[config.mk]
export PLATFORM = sky130hd
export DESIGN_NAME = cu_pipe_ctrl_flat
export DESIGN_NICKNAME = d
export VERILOG_FILES = /design/src/rtl/cu_pipe_ctrl_if.sv /design/src/rtl/cu_pipe_ctrl.sv /design/src/flat_wrapper.sv
export SDC_FILE = /design/constraint.sdc
export NUM_CORES = 1
export LEC_CHECK = 0
export ABC_AREA = 1
export CORE_MARGIN = 5
export CORE_UTILIZATION = 35
export CTS_CLUSTER_SIZE = 12
export DETAILED_ROUTE_END_ITERATION = 12
export PLACE_DENSITY_LB_ADDON = 0.25
export SLEW_MARGIN = 20
export SYNTH_ARGS = -nofsm -noshare
export SYNTH_HDL_FRONTEND = slang
export SYNTH_SLANG_ARGS = --single-unit
[constraint.sdc]
create_clock -name clk -period 1.8 [get_ports clk]
set_clock_uncertainty 0.15 [all_clocks]
set_input_delay 0.36 -clock clk [delete_from_list [all_inputs] [get_ports clk]]
set_output_delay 0.36 -clock clk [all_outputs]
set_load 0.005 [all_outputs]
[src/rtl/cu_pipe_ctrl_if.sv]
// rtl/cu_pipe_ctrl_if.sv - fetch, register-file and status signals of cu_pipe_ctrl
interface cu_pipe_ctrl_if #(
  parameter int OP_W   = 8,
  parameter int REG_AW = 6,
  parameter int PC_W   = 8
);
  localparam int INSTR_W = OP_W + 3 * REG_AW;

  logic               imem_req;
  logic [PC_W-1:0]    imem_addr;
  logic               imem_ack;
  logic [INSTR_W-1:0] imem_data;
  logic               zero_flag;
  logic [REG_AW-1:0]  aa;
  logic [REG_AW-1:0]  ab;
  logic [REG_AW-1:0]  ad;
  logic               wr;
  logic [OP_W-1:0]    inst;
  logic               halted;

  modport master (
    output imem_req, imem_addr, aa, ab, ad, wr, inst, halted,
    input  imem_ack, imem_data, zero_flag
  );

  modport slave (
    input  imem_req, imem_addr, aa, ab, ad, wr, inst, halted,
    output imem_ack, imem_data, zero_flag
  );
endinterface

[src/rtl/cu_pipe_ctrl.sv]
// rtl/cu_pipe_ctrl.sv - multi-cycle fetch/decode/exec/wb control unit
// Optional macro CU_BRANCH_EN enables the BZ conditional branch (otherwise 0xF1 acts as NOP).
module cu_pipe_ctrl #(
  parameter int OP_W   = 8,
  parameter int REG_AW = 6,
  parameter int PC_W   = 8
) (
  input logic            clk,
  input logic            rst,
  cu_pipe_ctrl_if.master bus
);
  localparam int INSTR_W = OP_W + 3 * REG_AW;

  localparam logic [2:0] S_FETCH  = 3'd0;
  localparam logic [2:0] S_DECODE = 3'd1;
  localparam logic [2:0] S_EXEC   = 3'd2;
  localparam logic [2:0] S_WB     = 3'd3;
  localparam logic [2:0] S_HALT   = 3'd4;

  localparam logic [OP_W-1:0] OP_NOP  = '0;
  localparam logic [OP_W-1:0] OP_JMP  = OP_W'(8'hF0);
  localparam logic [OP_W-1:0] OP_BZ   = OP_W'(8'hF1);
  localparam logic [OP_W-1:0] OP_HALT = OP_W'(8'hFF);

  logic [2:0]         state_q, state_d;
  logic [PC_W-1:0]    pc_q, pc_d;
  logic [INSTR_W-1:0] ir_q, ir_d;
  logic [REG_AW-1:0]  aa_q, aa_d, ab_q, ab_d, ad_q, ad_d;
  logic [OP_W-1:0]    inst_q, inst_d;
  logic               req_q, req_d, wr_q, wr_d, halted_q, halted_d;

  logic [OP_W-1:0]    ir_op;
  logic [REG_AW-1:0]  ir_rd, ir_ra, ir_rb;
  logic [PC_W-1:0]    pc_inc, jmp_tgt;

  assign ir_op   = ir_q[INSTR_W-1 -: OP_W];
  assign ir_rd   = ir_q[3*REG_AW-1 -: REG_AW];
  assign ir_ra   = ir_q[2*REG_AW-1 -: REG_AW];
  assign ir_rb   = ir_q[REG_AW-1:0];
  assign pc_inc  = pc_q + PC_W'(1);
  assign jmp_tgt = PC_W'({ir_ra, ir_rb});

`ifndef CU_BRANCH_EN
  logic unused_zero_flag;
  assign unused_zero_flag = bus.zero_flag;
`endif

  always_comb begin
    state_d = state_q;
    pc_d    = pc_q;
    ir_d    = ir_q;
    aa_d    = aa_q;
    ab_d    = ab_q;
    ad_d    = ad_q;
    case (state_q)
      S_FETCH: begin
        if (bus.imem_ack) begin
          ir_d    = bus.imem_data;
          aa_d    = bus.imem_data[2*REG_AW-1 -: REG_AW];
          ab_d    = bus.imem_data[REG_AW-1:0];
          state_d = S_DECODE;
        end
      end
      S_DECODE: state_d = S_EXEC;
      S_EXEC: begin
        case (ir_op)
          OP_NOP: begin
            pc_d    = pc_inc;
            state_d = S_FETCH;
          end
          OP_HALT: state_d = S_HALT;
          OP_JMP: begin
            pc_d    = jmp_tgt;
            state_d = S_FETCH;
          end
          OP_BZ: begin
`ifdef CU_BRANCH_EN
            pc_d    = bus.zero_flag ? jmp_tgt : pc_inc;
`else
            pc_d    = pc_inc;
`endif
            state_d = S_FETCH;
          end
          default: begin
            ad_d    = ir_rd;
            state_d = S_WB;
          end
        endcase
      end
      S_WB: begin
        pc_d    = pc_inc;
        state_d = S_FETCH;
      end
      S_HALT:  state_d = S_HALT;
      default: state_d = S_FETCH;
    endcase
    // Status outputs are a pure function of the state being entered, so they register cleanly.
    req_d    = (state_d == S_FETCH);
    wr_d     = (state_d == S_WB);
    halted_d = (state_d == S_HALT);
    inst_d   = (state_d == S_EXEC) ? ir_op : '0;
  end

  always_ff @(posedge clk) begin
    if (rst) begin
      state_q  <= S_FETCH;
      pc_q     <= '0;
      ir_q     <= '0;
      aa_q     <= '0;
      ab_q     <= '0;
      ad_q     <= '0;
      inst_q   <= '0;
      req_q    <= 1'b1;
      wr_q     <= 1'b0;
      halted_q <= 1'b0;
    end else begin
      state_q  <= state_d;
      pc_q     <= pc_d;
      ir_q     <= ir_d;
      aa_q     <= aa_d;
      ab_q     <= ab_d;
      ad_q     <= ad_d;
      inst_q   <= inst_d;
      req_q    <= req_d;
      wr_q     <= wr_d;
      halted_q <= halted_d;
    end
  end

  assign bus.imem_req  = req_q;
  assign bus.imem_addr = pc_q;
  assign bus.aa        = aa_q;
  assign bus.ab        = ab_q;
  assign bus.ad        = ad_q;
  assign bus.wr        = wr_q;
  assign bus.inst      = inst_q;
  assign bus.halted    = halted_q;
endmodule

[src/flat_wrapper.sv]
// flat-port wrapper written by rule: the top's interface ports become plain ports
module cu_pipe_ctrl_flat 
#(
  parameter int OP_W   = 8,
  parameter int REG_AW = 6,
  parameter int PC_W   = 8
)
  (clk, rst, bus_imem_req, bus_imem_addr, bus_aa, bus_ab, bus_ad, bus_wr, bus_inst, bus_halted, bus_imem_ack, bus_imem_data, bus_zero_flag);
  cu_pipe_ctrl_if #(.OP_W(OP_W), .REG_AW(REG_AW), .PC_W(PC_W)) bus_i ();
  input logic clk;
  input logic rst;
  output wire logic [$bits(bus_i.imem_req)-1:0] bus_imem_req;
  output wire logic [$bits(bus_i.imem_addr)-1:0] bus_imem_addr;
  output wire logic [$bits(bus_i.aa)-1:0] bus_aa;
  output wire logic [$bits(bus_i.ab)-1:0] bus_ab;
  output wire logic [$bits(bus_i.ad)-1:0] bus_ad;
  output wire logic [$bits(bus_i.wr)-1:0] bus_wr;
  output wire logic [$bits(bus_i.inst)-1:0] bus_inst;
  output wire logic [$bits(bus_i.halted)-1:0] bus_halted;
  input wire logic [$bits(bus_i.imem_ack)-1:0] bus_imem_ack;
  input wire logic [$bits(bus_i.imem_data)-1:0] bus_imem_data;
  input wire logic [$bits(bus_i.zero_flag)-1:0] bus_zero_flag;
  assign bus_imem_req = bus_i.imem_req;
  assign bus_imem_addr = bus_i.imem_addr;
  assign bus_aa = bus_i.aa;
  assign bus_ab = bus_i.ab;
  assign bus_ad = bus_i.ad;
  assign bus_wr = bus_i.wr;
  assign bus_inst = bus_i.inst;
  assign bus_halted = bus_i.halted;
  assign bus_i.imem_ack = bus_imem_ack;
  assign bus_i.imem_data = bus_imem_data;
  assign bus_i.zero_flag = bus_zero_flag;
  cu_pipe_ctrl #(.OP_W(OP_W), .REG_AW(REG_AW), .PC_W(PC_W)) u_core (.clk(clk), .rst(rst), .bus(bus_i));
endmodule
==> qor.csv <==
stage;metric;value;unit
status;status;completed;
global_route;vias in the first global route;1792;
synthesis;Synth warnings;0;
placement;HPWL Detailed;3680;µm
clock_tree;Clk pin slew, worst setup/hold paths;0.10;ns
clock_tree;worst-case clock buffer depth;2;
clock_tree;# Post-CTS Setup Buffers;0;
critical_path;Critical path buffers and inverters;1;
global_route;first-pass GRT wire length;8180;µm
final_layout;diode count;0;
final_layout;fin util;0.478;
critical_path;CP required;1.29;ns
timing;Setup WS post-layout;0.0799;ns
timing;setup tns final;0;ns
synthesis;synth top area cells;dfxtp_1 (48%), nor2_1 (12%), o21ai_1 (6.4%);
floorplan;Die X;90.2;µm
synthesis;largest area contributor in the netlist;dfxtp_1;
timing;final-report setup violation count;0;
synthesis;EDFF count, synth;0;
placement;Place WS;0.0926;ns
placement;DP Cell Count;422;
timing;maximum clock frequency;0.581;GHz
final_layout;synthesis-to-layout area growth;33.9;%
power_and_ir_drop;Lkg Pwr;1.19;nW
drt;met2 WL post-DR;2430;µm
drt;routed wire length;4950;µm
global_route;pin count of the biggest net entering global routing;23;
drt;DRT iter0 DRCs;67;
synthesis;#FFs+latches synth;54;
power_and_ir_drop;Cell Pwr Density;922;mW/mm²
final_layout;final std cells w/o fill;430;
floorplan;die height;90.2;µm
clock_tree;CTS hold repair buffers;0;
timing;Tmin final;1.72;ns
floorplan;Initial Util;0.357;
floorplan;die area;0.00814;mm²
drt;Avg WL per Cell;11.5;µm
placement;IO Port Bufs;65;
global_route;total gr overflow;0;
critical_path;CP Launch Type;flip-flop;
synthesis;syn_nets;328;
critical_path;Worst Setup End Kind;primary output;
clock_tree;clk sinks;54;
critical_path;Worst EP arrival;1.21;ns
clock_tree;Root Buffer;clkbuf_8;
placement;DP Area;0.00289;mm²
synthesis;most frequent cells after synthesis;nor2_1 (73), dfxtp_1 (54), nand2_1 (38);
final_layout;fin area;0.00302;mm²
critical_path;Worst path max stage delay;0.53;ns
clock_tree;CTS tree;yes;
clock_tree;cts repair resizes;1;
synthesis;ys flop type;dfxtp_1;
floorplan;Std-Cell Core Area;0.00631;mm²
synthesis;sequential-to-total area share from yosys stat;0.480;
critical_path;depth of the most critical reg-to-reg path;7;
drt;first-pass detailed-route iteration total;4;
drt;met3 routed WL;157;µm
global_route;GR Util All Layers;0.119;
power_and_ir_drop;Max VDD drop;0.549;mV
floorplan;Row Count;29;
critical_path;Worst path top cell family by delay;buffers and inverters;
placement;gpl congestion;0.759;
drt;Post-Route M1 WL;2310;µm
floorplan;I/O Pins;67;
timing;final-report hold violation count;0;
flow_run;Max Cap Viol;0;
drt;final antenna-violating net count;0;
synthesis;post-synthesis cell area;0.00225;mm²
critical_path;slowest CP cell;clkdlybuf4s50_1;
drt;highest layer used for signal routing;met4;
drt;drc violations;0;
critical_path;worst path cell trace;clkdlybuf4s50_1;
critical_path;critical path peak fanout;3;
clock_tree;total CTS buffers;5;
clock_tree;H-tree Lvls;2;
synthesis;Netlist cell types;27;
min_path;type of the worst min-delay path;reg -> reg;
timing;Rel. slew slack;0.766;
synthesis;top-area cell type share of the netlist area;0.480;
timing;RSZ-0062 raised after global routing;false;
synthesis;syn avg cell area;7.58;µm²
timing;Slew Limit Fails;0;
final_layout;layout cells sized above 1;0.127;
critical_path;WP depth;1;
synthesis;most common cell in the netlist;nor2_1;
drt;routed vias;1903;
timing;Slew @ Worst Pin;0.351;ns
clock_tree;worst skew pair latency;0.30;ns
final_layout;fin nets;383;
drt;Via density;4.43;
synthesis;Syn Inst Count;297;
timing;Tcrit/Tclk final;0.956;
min_path;hold path depth;2;
global_route;antenna violations before repair;0;
critical_path;CP Class;reg -> out;
synthesis;async set-or-reset flop fraction in the synthesized netlist;0;
==> through the flow <==
| stage | hold slack, ns | power (W) |
|---|---|---|
| final | 0.330 | 0.00278 |
| after global routing | 0.349 | 0.00294 |
| after CTS | 0.314 | 0.00282 |
| after detailed placement | 0.305 | 0.00199 |
| after global placement | 0.301 | 0.00198 |
| after floorplan | 0.272 | 0.00177 |
==> logic make-up (layout without fill, tap and decap cells) <==
kind of cell	count (synthesis)	in the layout	share of synthesized area
AND/OR/NAND/NOR	136	136	0.262
adder cells (fa/ha/maj)	1	1	0.00555
AO/OA/AOI/OAI	57	57	0.131
XOR/XNOR	3	3	0.0117
buffers and inverters	46	102	0.110
flip-flops	54	54	0.480
==> state kept, by name, indices dropped and copies added, names as in the netlist <==
name and cells:
u_core.ir_q 16, u_core.bus.aa 5, u_core.bus.ab 5, u_core.bus.halted 1
u_core.bus.imem_req 1, u_core.state_q 3, u_core.bus.wr 1, u_core.bus.inst 8
u_core.bus.ad 6, u_core.bus.imem_addr 8
==> final timing paths <==
| check | slack [ns] | end | start |
|---|---|---|---|
| worst max-delay path | 0.08 | bus_aa[0] | u_core.bus.aa[0]$_SDFFE_PP0P_ |
| worst max register to register | 0.18 | u_core.bus.ad[4]$_SDFFE_PP0P_ | u_core.state_q[1]$_SDFF_PP0_ |
| worst min register to register | 0.33 | u_core.bus.inst[1]$_SDFF_PP0_ | u_core.ir_q[19]$_SDFFE_PP0P_ |
| worst min-delay path | 0.33 | u_core.bus.inst[1]$_SDFF_PP0_ | u_core.ir_q[19]$_SDFFE_PP0P_ |
==> placed cells by master (no fill, tap or decap), types with 2 or more instances in the layout <==
cell / Yosys / layout
clkdlybuf4s50_1: 0 / 65
xnor2_1: 2 / 2
dfxtp_1: 54 / 47
nor2_1: 73 / 73
nand2_1: 38 / 38
a21oi_1: 13 / 13
o21ai_0: 13 / 13
inv_1: 14 / 14
clkbuf_8: 0 / 5
inv_2: 7 / 7
nor3_2: 1 / 2
nand3_1: 9 / 9
buf_4: 15 / 7
o21ai_1: 29 / 29
nand4_1: 3 / 3
nand3_2: 4 / 4
dfxtp_2: 0 / 7
nand2_2: 4 / 4
==> metal layers <==
metal | up-vias | track usage
met5 | - | 0
met4 | 0 | 0.0335
met3 | 4 | 0.0192
met2 | 35 | 0.209
met1 | 825 | 0.151
li1 | 1039 | -
==> cell type report <==
| type | count | area (µm²) |
|---|---|---|
| Fill cell | 679 | 3300 |
| Sequential cell | 54 | 1090 |
| Multi-Input combinational cell | 197 | 928 |
| Timing Repair Buffer | 72 | 703 |
| Tap cell | 77 | 96.3 |
| Inverter | 22 | 86.3 |
| Clock buffer | 5 | 68.8 |
| Clock inverter | 3 | 43.8 |
==> power breakdown <==
| group | switching, W | internal, W |
|---|---|---|
| Clock | 0.000409 | 0.000418 |
| Sequential | 0.0000712 | 0.00130 |
| Combinational | 0.000289 | 0.000292 |
Note: power is estimated with default switching activity, not from simulation.
==> patch 1 (config.mk and constraints unchanged) <==
Add a define of `CU_BRANCH_EN`.
--- a/src/rtl/cu_pipe_ctrl.sv
+++ b/src/rtl/cu_pipe_ctrl.sv
@@ -1,5 +1,7 @@
 // rtl/cu_pipe_ctrl.sv - multi-cycle fetch/decode/exec/wb control unit
 // Optional macro CU_BRANCH_EN enables the BZ conditional branch (otherwise 0xF1 acts as NOP).
+`define CU_BRANCH_EN
+
 module cu_pipe_ctrl #(
   parameter int OP_W   = 8,
   parameter int REG_AW = 6,
Behaviour: not the same (Yosys sat finds a counterexample within 4 cycles, from zero or initial values and one cycle with rst high).
==> patch 1 against the unedited design <==
- critical path depth unchanged
- synthesized area rose by 9.1%
- power increased by 3.6%
- sequential share of layout area shrank 3.4 points
- sequential cell count is the same
- worst setup slack worse by 0.029 ns
- final area is 9.9% higher
- first-iteration DRC count rose by 52%
- via count grew 18%
- wire length rose by 17%
- critical path type unchanged
- critical endpoint is now bus_imem_addr[4]
- largest cell class unchanged
- largest power group unchanged
==> patch 1: results (changes against the unedited design) <==
Outcome
  – Status: complete, no violations

GRT
  – Vias in the first global route: 2239 (+25%)
  – Largest net degree at the start of global routing: 32 (+39%)
  – GRT Util Overall: 13.9% (+2.0 points)
  – Initial antenna violation count: 0 (unchanged)
  – First-pass GRT wire length: 9990 um (+22%)

Worst setup path
  – Worst Path Max Fanout: 4 (+1)
  – Reg-to-reg slack, setup: 0.18 ns (about the same)
  – Crit-path slowest cell: clkdlybuf4s50_1
  – Family with the most delay on the worst path: buffers and inverters
  – Crit path arrival time: 1.24 ns (+0.03 ns)
  – Max incr delay on CP: 0.53 ns (about the same)

Place
  – DP Area: 0.00320 mm2 (+11%)
  – Placer Congestion: 0.792 (+4.3%)
  – IO Port Bufs: 66 (+1.5%)
  – Detailed placer's ending HPWL: 4410 um (+20%)

Detailed routing
  – Vias per inst: 4.42 (-0.22%)
  – Wire length on met2: 2800 um (+15%)
  – WL/cell: 11.4 um (-1.1%)
  – Uppermost layer routed: met4
  – Met1 WL: 2570 um (+11%)
  – DRT iter0 DRCs: 102 (+52%)
  – Met3 routed wirelength: 403 um (+160%)
  – TritonRoute pass-1 iters: 4 (unchanged)

Pwr
  – Worst vdd ir: 0.000395 V (-28%)
  – Leak: 0.00145 uW (+23%)

Finish
  – Most flops, register: u_core.ir_q
  – Nets: 445 (+16%)
  – Layout cells sized above 1: 7.25% (-5.5 points)
  – Ant. Diodes: 0 (unchanged)
  – Max reg flops: 16 (unchanged)

Synthesis
  – Yosys top cell area share: 44.0% (-4.0 points)
  – Async S/R FF share, synth: 0% (unchanged)
  – Post-synthesis sequential area ratio: 44.0% (-4.0 points)
  – Syn Nets: 383 (+17%)
  – Synth cell types: 24 (-11%)
  – Synth top cells by count: nor2_1 (82), nand2_1 (71), dfxtp_1 (54)
  – Synth top area cells: dfxtp_1 (44%), nor2_1 (13%), nand2_1 (11%), inv_1 (5.8%), o21ai_0 (5.1%)
  – Synth warn: 0 (unchanged)

CTS
  – # Post-CTS Setup Buffers: 0 (unchanged)
  – Longest Clk Path Bufs: 2 (unchanged)
  – Number of CTS-inserted buffers: 5 (unchanged)
  – Worst skew pair latency: 0.30 ns (about the same)
  – Clock tree root buffer cell: clkbuf_8
  – Clk slew on worst S/H paths: 0.09 ns
  – H-tree levels: 2 (unchanged)

STA
  – Max transition margin: 81.4% (+4.9 points)

Worst hold path
  – Worst hold path class: reg2reg
-- patch 1: changes by cell type in the layout (fill, tap and decap cells not counted), moves of 3 or more --
cell	unedited run	this run
nand2_1	38	71
o21ai_1	29	4
inv_1	14	38
o21ai_0	13	25
nand3_1	9	20
nor2_1	73	82
inv_2	7	2
dfxtp_1	47	51
dfxtp_2	7	3
a21oi_1	13	16
nand2_2	4	1
nand3_2	4	1
-- patch 1: cell families (layout without fill, tap and decap cells) --
family	after synthesis	after routing	share of synthesized area, %
AND/OR/NAND/NOR	185	185	32.5
adder cells (fa/ha/maj)	1	1	0.509
flip-flops	54	54	44.0
buffers and inverters	62	124	12.1
XOR/XNOR	3	3	1.07
AO/OA/AOI/OAI	47	47	9.78
-- patch 1: final cells by class --
class | count | area [um2]
inverters | 40 | 150
well taps | 96 | 120
flip-flops and latches | 54 | 1080
fillers | 710 | 3520
clock buffers | 6 | 82.6
multi-input cells | 236 | 1080
repair buffers | 77 | 768
clock inverters | 1 | 30.0
-- patch 1: final timing paths --
path	startpoint	endpoint	cells past startpoint
worst min-delay path	u_core.ir_q[21]$_SDFFE_PP0P_	u_core.bus.inst[3]$_SDFF_PP0_	2
worst max-delay path	u_core.bus.imem_addr[4]$_SDFFE_PP0P_	bus_imem_addr[4]	1
worst min register to register	u_core.ir_q[21]$_SDFFE_PP0P_	u_core.bus.inst[3]$_SDFF_PP0_	2
worst max register to register	u_core.state_q[2]$_SDFF_PP0_	u_core.bus.imem_addr[6]$_SDFFE_PP0P_	6
-- patch 1: worst register-to-register path, stage by stage, from the launching register on --
cell     delay, ns
dfxtp_1       0.45
inv_1         0.13
nand3_1       0.20
nand3_1       0.22
o21a_1        0.23
nor2_1        0.11
nor2_1        0.05
-- patch 1: repair_timing --
action	CTS	global route
gates resized for setup	1	2
setup endpoints to repair	1	2
pin swaps	0	0
-- patch 1: where the power goes --
| group | switching [uW] | internal, uW |
|---|---|---|
| sequential | 79.5 | 1310 |
| combinational | 331 | 342 |
| clock | 375 | 445 |
-- patch 1: layer usage --
metal,vias to the layer above,global-route usage [%]
met5,-,0
met3,3,4.73
met4,0,2.53
met1,1001,16.9
met2,41,24.1
li1,1207,-
-- patch 1: per-stage QoR --
step | setup WS [ns] | hold WS, ns | std cells | util (%) | setup TNS [ns]
after floorplan | 0.415 | 0.279 | 352 | - | 0
after global placement | 0.0474 | 0.316 | 503 | 46.8 | 0
after detailed placement | 0.00618 | 0.313 | 503 | 46.8 | 0
after CTS | 0.0225 | 0.328 | 510 | 48.5 | 0
after global routing | -0.00398 | 0.363 | 510 | 48.5 | -0.00578
final | 0.0507 | 0.322 | 510 | 48.5 | 0
==> patch 2 (same settings) <==
Without the edit above. Take the reset off `pc_q`, `ir_q`, `aa_q`, `ab_q` and `ad_q` and load them in a clocked block of their own.
--- a/src/rtl/cu_pipe_ctrl.sv
+++ b/src/rtl/cu_pipe_ctrl.sv
@@ -104,27 +104,25 @@
   always_ff @(posedge clk) begin
     if (rst) begin
       state_q  <= S_FETCH;
-      pc_q     <= '0;
-      ir_q     <= '0;
-      aa_q     <= '0;
-      ab_q     <= '0;
-      ad_q     <= '0;
       inst_q   <= '0;
       req_q    <= 1'b1;
       wr_q     <= 1'b0;
       halted_q <= 1'b0;
     end else begin
       state_q  <= state_d;
-      pc_q     <= pc_d;
-      ir_q     <= ir_d;
-      aa_q     <= aa_d;
-      ab_q     <= ab_d;
-      ad_q     <= ad_d;
       inst_q   <= inst_d;
       req_q    <= req_d;
       wr_q     <= wr_d;
       halted_q <= halted_d;
     end
+  end
+
+  always_ff @(posedge clk) begin
+    pc_q <= pc_d;
+    ir_q <= ir_d;
+    aa_q <= aa_d;
+    ab_q <= ab_d;
+    ad_q <= ad_d;
   end
 
   assign bus.imem_req  = req_q;
Formal check against the unedited RTL: not equivalent (Yosys sat finds a counterexample within 4 cycles, from zero or initial values and one cycle with rst high).
==> patch 2 against the unedited design <==
- wire length shrank 25%
- final area shrank 2.4%
- sequential cell count is the same
- combinational power shrank 45%
- worst setup slack lost 0.029 ns
- cell count shrank 27%
- synthesized area shrank 6.2%
- utilization grew 2.2 points
- register-to-register slack lost 0.05 ns
- power shrank 12%
- first-iteration DRC count shrank 63%
- hold slack lost 0.055 ns
- critical path type unchanged
- critical endpoint is now bus_imem_addr[6]
- largest power group unchanged
==> patch 2: results (changes against the unedited design) <==
GRT
  – GRT met2 Usage: 17.2% (-3.7 points)
  – GRT Util Overall: 10.0% (-1.9 points)
  – First-pass GRT wire length: 5930 um (-28%)
  – Met3 GRT Util: 3.10% (+1.2 points)

Detailed routing
  – WL/cell: 11.8 um (+2.4%)
  – Met1 WL: 1570 um (-32%)
  – TritonRoute pass-1 iters: 3 (-1)
  – Vias: 1316 (-31%)

Worst setup path
  – Reg2reg start: u_core.ir_q[18]$_DFFE_PP_
  – Worst Path Max Fanout: 4 (+1)
  – R2R depth: 6 (-1)
  – Crit path arrival time: 1.24 ns (+0.03 ns)

Worst hold path
  – Min-Delay Endpoint: u_core.bus.ad[3]$_DFFE_PP_

Place
  – Place WS: 0.0532 ns (-0.0395 ns)
  – DP Area: 0.00282 mm2 (-2.3%)

Finish
  – Nets: 270 (-30%)
  – Signal inverters: 24 (+9.1%)
  – Fillers: 553 (-19%)
  – Count of multi-input gates: 79 (-60%)
  – Layout cells sized above 1: 14.2% (+1.4 points)
  – Register area: 0.00148 mm2 (+36%)
  – Area Growth Syn to Fin: 39.3%
  – Non-clock buffer share: 25.1% (+1.8 points)
  – Area of the multi-input gates: 448 um2 (-52%)

STA
  – Max transition margin: 81.6% (+5.0 points)
  – Worst hold slack: 0.274 ns (-0.0554 ns)

Pwr
  – Worst vdd ir: 0.000535 V (-2.6%)
  – Switch Pwr: 545 uW (-29%)
  – Leak: 0.00114 uW (-3.7%)

Outcome
  – Status: complete, no violations

Synthesis
  – Syn Nets: 201 (-39%)
  – Synth top cells by count: edfxtp_1 (40), nand2_1 (24), inv_1 (22)
  – Post-synthesis sequential area ratio: 70.1% (+22 points)
  – Synth cell types: 23 (-15%)
-- patch 2: cell count changes after synthesis, moves of 8 or more --
cell      before  now
o21ai_0       13    0
inv_1         14   22
o21ai_1       29    0
dfxtp_1       54   14
a21oi_1       13    4
edfxtp_1       0   40
nand2_1       38   24
nor2_1        73   20
-- patch 2: repair_timing --
action	4_1_cts	5_1_grt
setup endpoints to repair	0	10
resized for setup	0	2
buffers inserted	0	4
-- patch 2: power groups by stage --
stage | Combinational [uW] | Sequential [uW] | Clock [uW]
2_1_floorplan | 144 | 1500 | 0
3_3_place_gp | 314 | 1510 | 0
3_5_place_dp | 319 | 1510 | 0
4_1_cts | 321 | 1480 | 681
5_1_grt | 350 | 1490 | 719
6_report | 318 | 1480 | 646
-- patch 2: how the worst max path moves through the flow --
| stage | cells after the start | endpoint | start |
|---|---|---|---|
| after global placement | 4 | u_core.ir_q[22]$_DFFE_PP_ | bus_imem_ack |
| after detailed placement | 4 | u_core.ir_q[25]$_DFFE_PP_ | bus_imem_ack |
| final | 1 | bus_imem_addr[6] | u_core.bus.imem_addr[6]$_DFFE_PP_ |
| after floorplan | 5 | u_core.bus.imem_addr[0]$_DFFE_PP_ | u_core.ir_q[20]$_DFFE_PP_ |
| after CTS | 1 | bus_imem_addr[0] | u_core.bus.imem_addr[0]$_DFFE_PP_ |
| after global routing | 1 | bus_imem_addr[0] | u_core.bus.imem_addr[0]$_DFFE_PP_ |
-- patch 2: logic make-up after synthesis --
kind of cell	count (synthesis)	synth area share, %
compound gates	10	3.32
xor+xnor	5	2.07
fa+ha+maj	1	0.592
simple gates	63	14.7
flops	54	70.1
buf+inv	37	9.18
